## src/rtl/fib_pkg.sv

```systemverilog
// rtl/fib_pkg.sv - shared state encoding and default sizes for the Fibonacci blocks
package fib_pkg;

   typedef enum logic [1:0] {
      IDLE   = 2'd0,
      SEARCH = 2'd1,
      DONE   = 2'd2
   } fib_state_t;

   localparam int FIB_WIDTH  = 32;
   localparam int FIB_IDX_W  = 6;
   // Largest index whose term fits in 32 bits: fib(47) = 2971215073.
   localparam int MAX_IDX_32 = 47;

endpackage

```

## src/rtl/fib_step_reg.sv

```systemverilog
// rtl/fib_step_reg.sv - prev/curr Fibonacci register pair with carry-out adder
// Shared with the generator datapath; carry flags that the next term overflows WIDTH.
module fib_step_reg
   import fib_pkg::*;
#(
   parameter int WIDTH = FIB_WIDTH
)
(
   input  logic             clk,
   input  logic             reset,
   input  logic             init,
   input  logic             step,
   output logic [WIDTH-1:0] prev,
   output logic [WIDTH-1:0] curr,
   output logic             carry
);

   logic [WIDTH:0] sum;

   assign sum   = {1'b0, prev} + {1'b0, curr};
   assign carry = sum[WIDTH];

   always_ff @(posedge clk) begin
      if (reset) begin
         prev <= '0;
         curr <= '0;
      end else if (init) begin
         prev <= '0;
         curr <= WIDTH'(1);
      end else if (step) begin
         prev <= curr;
         curr <= sum[WIDTH-1:0];
      end
   end

endmodule

```

## src/rtl/fib_index_finder.sv

```systemverilog
// rtl/fib_index_finder.sv - returns largest k with fib(k) <= value and an exact-match flag
// Optional macro FIB_FLOOR_OUT_EN adds the fib_floor output (fib(index)).
module fib_index_finder
   import fib_pkg::*;
#(
   parameter int WIDTH = FIB_WIDTH,
   parameter int IDX_W = FIB_IDX_W
)
(
   input  logic             clk,
   input  logic             reset,
   input  logic             load_input,
   input  logic [WIDTH-1:0] value,
   output logic             busy,
   output logic             done,
   output logic [IDX_W-1:0] index,
   output logic             is_fib
`ifdef FIB_FLOOR_OUT_EN
   ,
   output logic [WIDTH-1:0] fib_floor
`endif
);

   fib_state_t       state, state_nxt;
   logic [WIDTH-1:0] target;
   logic [IDX_W-1:0] idx, idx_nxt;
   logic [WIDTH-1:0] prev, curr;
   logic             carry;
   logic             init, step;
   logic             res_load;
   logic [IDX_W-1:0] res_idx;
   logic             res_fib;
   logic [WIDTH-1:0] res_floor;

   fib_step_reg #(.WIDTH(WIDTH)) u_step (
      .clk   (clk),
      .reset (reset),
      .init  (init),
      .step  (step),
      .prev  (prev),
      .curr  (curr),
      .carry (carry)
   );

   always_comb begin
      state_nxt = state;
      idx_nxt   = idx;
      init      = 1'b0;
      step      = 1'b0;
      res_load  = 1'b0;
      res_idx   = '0;
      res_fib   = 1'b0;
      res_floor = '0;
      case (state)
         IDLE: begin
            if (load_input) begin
               init    = 1'b1;
               idx_nxt = IDX_W'(1);
               if (value == '0) begin
                  state_nxt = DONE;
                  res_load  = 1'b1;
                  res_fib   = 1'b1;
               end else begin
                  state_nxt = SEARCH;
               end
            end
         end
         SEARCH: begin
            // Equality wins first, so value=1 resolves at idx 1 before the duplicate term.
            if (curr == target) begin
               state_nxt = DONE;
               res_load  = 1'b1;
               res_idx   = idx;
               res_fib   = 1'b1;
               res_floor = curr;
            end else if (curr > target) begin
               state_nxt = DONE;
               res_load  = 1'b1;
               res_idx   = idx - IDX_W'(1);
               res_floor = prev;
            end else if (carry) begin
               state_nxt = DONE;
               res_load  = 1'b1;
               res_idx   = idx;
               res_floor = curr;
            end else begin
               step    = 1'b1;
               idx_nxt = idx + IDX_W'(1);
            end
         end
         DONE:    state_nxt = IDLE;
         default: state_nxt = IDLE;
      endcase
   end

   always_ff @(posedge clk) begin
      if (reset) begin
         state  <= IDLE;
         target <= '0;
         idx    <= '0;
         index  <= '0;
         is_fib <= 1'b0;
      end else begin
         state <= state_nxt;
         idx   <= idx_nxt;
         if (init) begin
            target <= value;
         end
         if (res_load) begin
            index  <= res_idx;
            is_fib <= res_fib;
         end
      end
   end

`ifdef FIB_FLOOR_OUT_EN
   always_ff @(posedge clk) begin
      if (reset) begin
         fib_floor <= '0;
      end else if (res_load) begin
         fib_floor <= res_floor;
      end
   end
`else
   logic unused_floor;
   assign unused_floor = ^res_floor;
`endif

   assign busy = (state == SEARCH);
   assign done = (state == DONE);

endmodule

```

## config.mk

```make
export PLATFORM = sky130hd
export DESIGN_NAME = fib_index_finder
export DESIGN_NICKNAME = d
export VERILOG_FILES = /design/src/rtl/fib_pkg.sv /design/src/rtl/fib_step_reg.sv /design/src/rtl/fib_index_finder.sv
export SDC_FILE = /design/constraint.sdc
export NUM_CORES = 1
export LEC_CHECK = 0
export ABC_AREA = 1
export BUFFER_PORTS_ARGS = -buffer_cell sky130_fd_sc_hd__buf_2
export CAP_MARGIN = 40
export CORE_ASPECT_RATIO = 1.1
export CORE_MARGIN = 8
export CORE_UTILIZATION = 53
export DETAILED_ROUTE_END_ITERATION = 8
export PLACE_DENSITY = 0.71
export SYNTH_ARGS = -nofsm -noshare
export SYNTH_HDL_FRONTEND = slang
export SYNTH_SLANG_ARGS = --single-unit
```

## constraint.sdc

```tcl
create_clock -name clk -period 4.78 [get_ports clk]
set_clock_uncertainty 0.2 [all_clocks]
set_input_delay 0.956 -clock clk [delete_from_list [all_inputs] [get_ports clk]]
set_output_delay 0.956 -clock clk [all_outputs]
set_load 0.01 [all_outputs]
```

==> results.cfg <==
[global_routing]
grt_remaining_overflow = 0
grt_pass1_wl_um = 30800
grt_antenna_before_repair = 0
grt_start_max_net_pins = 71
first_global_vias = 6429
grt_usage_pct = 21.9

[logic_synthesis]
postSynthRegisterBits = 111
yosys.cell_types.count = 32
synth_largest_area_cell = sky130_fd_sc_hd__dfxtp_1
synth_ff_type = sky130_fd_sc_hd__dfxtp_1
mappedNetlistArea_mm2 = 0.00712
post_synth_main_area_contributors = sky130_fd_sc_hd__dfxtp_1 (31%), sky130_fd_sc_hd__nand2_1 (16%), sky130_fd_sc_hd__ha_1 (12%)
yosysWarningCount = 0
synth_top_area_share_pct = 31.2
synth_async_sr_flop_share_pct = 0
synthesis.instances = 1072
synth_fp_nets = 1174
synth_sequential_area_ratio_pct = 31.2
syn-mean-instance-area_um2 = 6.64
synth_edf_count = 0

[setup_path]
critical_path.startpoint_type = register
worstSetupEndpointType = register
cp.arrival_ns = 3.31
timing.reg2reg.setup_slack_ns = 1.52
cp_data_required_time_ns = 4.84
path_max_fanout = 70
worstSetupEndpoint = index[0]$_SDFFE_PP0P_
r2r.worst_path.cells = 14
worst_r2r_endpoint = index[0]$_SDFFE_PP0P_
path_class = reg -> reg
r2r-start = target[7]$_SDFFE_PP0P_
crit_start = target[7]$_SDFFE_PP0P_

[clocking]
num_cts_buffers = 9
clock_latency_reported_for_the_late_side_of_the_worst_skew_pair_ns = 0.36
ctsResizeCount = 0
clock_sink_count = 111
cts.reportedPaths.clkPinSlew_ns = 0.07
tritoncts_clock_tree = done
cts_root_buf = sky130_fd_sc_hd__clkbuf_16
htree_num_levels = 3
cts_hold_buffers = 0
clockBufferDepth = 2
post-cts-setup-buffer-count = 0

[sta]
timing_worst_slew_pin_value_ns = 0.763
achievable-frequency_mhz = 307
layout_worst_path_cycle_share_pct = 68.1
max_slew_margin_pct = 49.2
final_critical_path_setup_slack_ns = 1.52
finalSetupViolations = 0
hold_violation_total_from_the_final_report = 0
slew_viol_final = 0
rsz_0062_raised_after_global_routing = false
layout_min_cycle_time_ns = 3.26
finalSetupTns_ns = 0

[drt]
detail_route.wl_per_cell_um = 14.6
drtIter0Drc = 547
post_drt_via_cell_ratio = 5.47
detail-route-antenna-nets = 0
totalWireLength_um = 18500
count_of_vias_placed_by_the_detailed_router = 6920
detail_route.first_pass.iterations = 6
drc_errors = 0

[pwr]
power.static_leakage_nw = 3.58
cellPowerDensity_mw_per_mm2 = 306
power_mw = 2.36
max_vdd_drop_mv = 0.168

[placement]
preCtsSetupSlack_ns = 1.51
dp_wirelength_um = 14300
routabilityCongestion = 0.966
place_area_mm2 = 0.00744
place.port_buffers = 43
numPlacedInstances = 1249

[floorplanning]
dieWidth_um = 127
floorplan.die_area_mm2 = 0.0174
dieHeight_um = 138
initial_utilization_pct = 54.1
floorplan.rows = 44
core_area_mm2 = 0.0132
io-pin-count = 44

[layout]
layout.cells.most_common = sky130_fd_sc_hd__nand2_1
count_of_inserted_antenna_diode_cells = 0
post-route-cell-area_mm2 = 0.00772
final_nets = 1201
final_cells = 1265
syn_to_final_growth_pct = 8.43
final_cell_mix = sky130_fd_sc_hd__nand2_1 (296), sky130_fd_sc_hd__a21oi_1 (156), sky130_fd_sc_hd__dfxtp_1 (111)
drive_above_1_share_pct = 6.88

[run]
max-cap-violations = 0

[min_path]
hold_class = reg -> reg

[outcome]
outcome = finished, final reports clean
-- power by group --
part	switching [mW]	internal (mW)	total, mW
clock network	0.367	0.374	0.740
registers	0.0469	0.989	1.04
logic	0.398	0.189	0.588
-- sequential cells by signal, indices dropped and copies added (netlist names) --
register / cells
idx: 6
index: 6
is_fib: 1
state: 2
target: 32
u_step.curr: 32
u_step.prev: 32
-- cell usage after synthesis, types with 3 or more instances --
library cell	n
sky130_fd_sc_hd__nand3_1	32
sky130_fd_sc_hd__a21oi_1	156
sky130_fd_sc_hd__nor4_1	9
sky130_fd_sc_hd__nand4_1	12
sky130_fd_sc_hd__nand2_2	3
sky130_fd_sc_hd__xor2_1	21
sky130_fd_sc_hd__inv_2	4
sky130_fd_sc_hd__o21a_1	4
sky130_fd_sc_hd__ha_1	66
sky130_fd_sc_hd__nor3_1	14
sky130_fd_sc_hd__inv_1	109
sky130_fd_sc_hd__buf_6	4
sky130_fd_sc_hd__dfxtp_1	111
sky130_fd_sc_hd__o21ai_0	71
sky130_fd_sc_hd__a21o_1	3
sky130_fd_sc_hd__nor2_1	101
sky130_fd_sc_hd__nand2_1	297
sky130_fd_sc_hd__o21bai_1	6
sky130_fd_sc_hd__o21ai_1	3
sky130_fd_sc_hd__xnor2_1	8
sky130_fd_sc_hd__buf_2	8
sky130_fd_sc_hd__clkbuf_1	19
-- cell families (layout without fill, tap and decap cells) --
kind of cell / after synthesis / count (layout) / share of synthesized area [%]
AO/OA/AOI/OAI: 245 / 245 / 17.9
adder cells (fa/ha/maj): 67 / 67 / 11.9
AND/OR/NAND/NOR: 474 / 474 / 27.1
flip-flops: 111 / 111 / 31.2
XOR/XNOR: 29 / 29 / 3.57
buffers and inverters: 146 / 178 / 8.36
-- worst min-delay path by stage --
| stage | start | end | depth (start not counted) |
|---|---|---|---|
| final | target[16]$_SDFFE_PP0P_ | target[16]$_SDFFE_PP0P_ | 2 |
| after global routing | u_step.prev[20]$_SDFFE_PP0P_ | u_step.prev[20]$_SDFFE_PP0P_ | 2 |
| after CTS | target[17]$_SDFFE_PP0P_ | target[17]$_SDFFE_PP0P_ | 2 |
| after detailed placement | target[13]$_SDFFE_PP0P_ | target[13]$_SDFFE_PP0P_ | 2 |
| after global placement | target[13]$_SDFFE_PP0P_ | target[13]$_SDFFE_PP0P_ | 2 |
| after floorplan | target[1]$_SDFFE_PP0P_ | target[1]$_SDFFE_PP0P_ | 2 |
-- per-layer routing --
layer  vias up  part of all wire (%)  GRT usage (%)
li1       3563                     -              -
met1      3131                    47           28.7
met2       209                    45           36.8
met3        17                   6.4           3.25
met4         0                   1.3           5.95
met5         -                     0              0
-- cell type report --
class	instances	area, um^2
Fill cell	1303	5430
Inverter	113	424
Timing Repair Buffer	49	285
Sequential cell	111	2220
Tap cell	161	201
Clock buffer	11	243
Clock inverter	5	40.0
Multi-Input combinational cell	815	4310
-- per-stage QoR --
| step | hold WS, ns | util [%] |
|---|---|---|
| global route | 0.288 | 58.7 |
| finish | 0.264 | 58.7 |
| CTS | 0.270 | 58.7 |
| detailed placement | 0.256 | 56.6 |
| global placement | 0.249 | 56.2 |
| floorplan | 0.235 | - |
-- worst max-delay path, cell delays in order (launching register included) --
cell and delay (ns):
sky130_fd_sc_hd__dfxtp_1 0.32, sky130_fd_sc_hd__inv_1 0.08, sky130_fd_sc_hd__ha_1 0.31, sky130_fd_sc_hd__nand2_1 0.10, sky130_fd_sc_hd__nor2_1 0.18, sky130_fd_sc_hd__nand4_1 0.11, sky130_fd_sc_hd__nor2b_1 0.23, sky130_fd_sc_hd__nand2_1 0.19
sky130_fd_sc_hd__inv_1 0.11, sky130_fd_sc_hd__nor2_1 0.10, sky130_fd_sc_hd__nand3_4 0.12, sky130_fd_sc_hd__buf_4 0.62, sky130_fd_sc_hd__nand3_2 0.25, sky130_fd_sc_hd__nor2_1 0.17, sky130_fd_sc_hd__nor2_1 0.06
(Power assumes the default switching activity.)
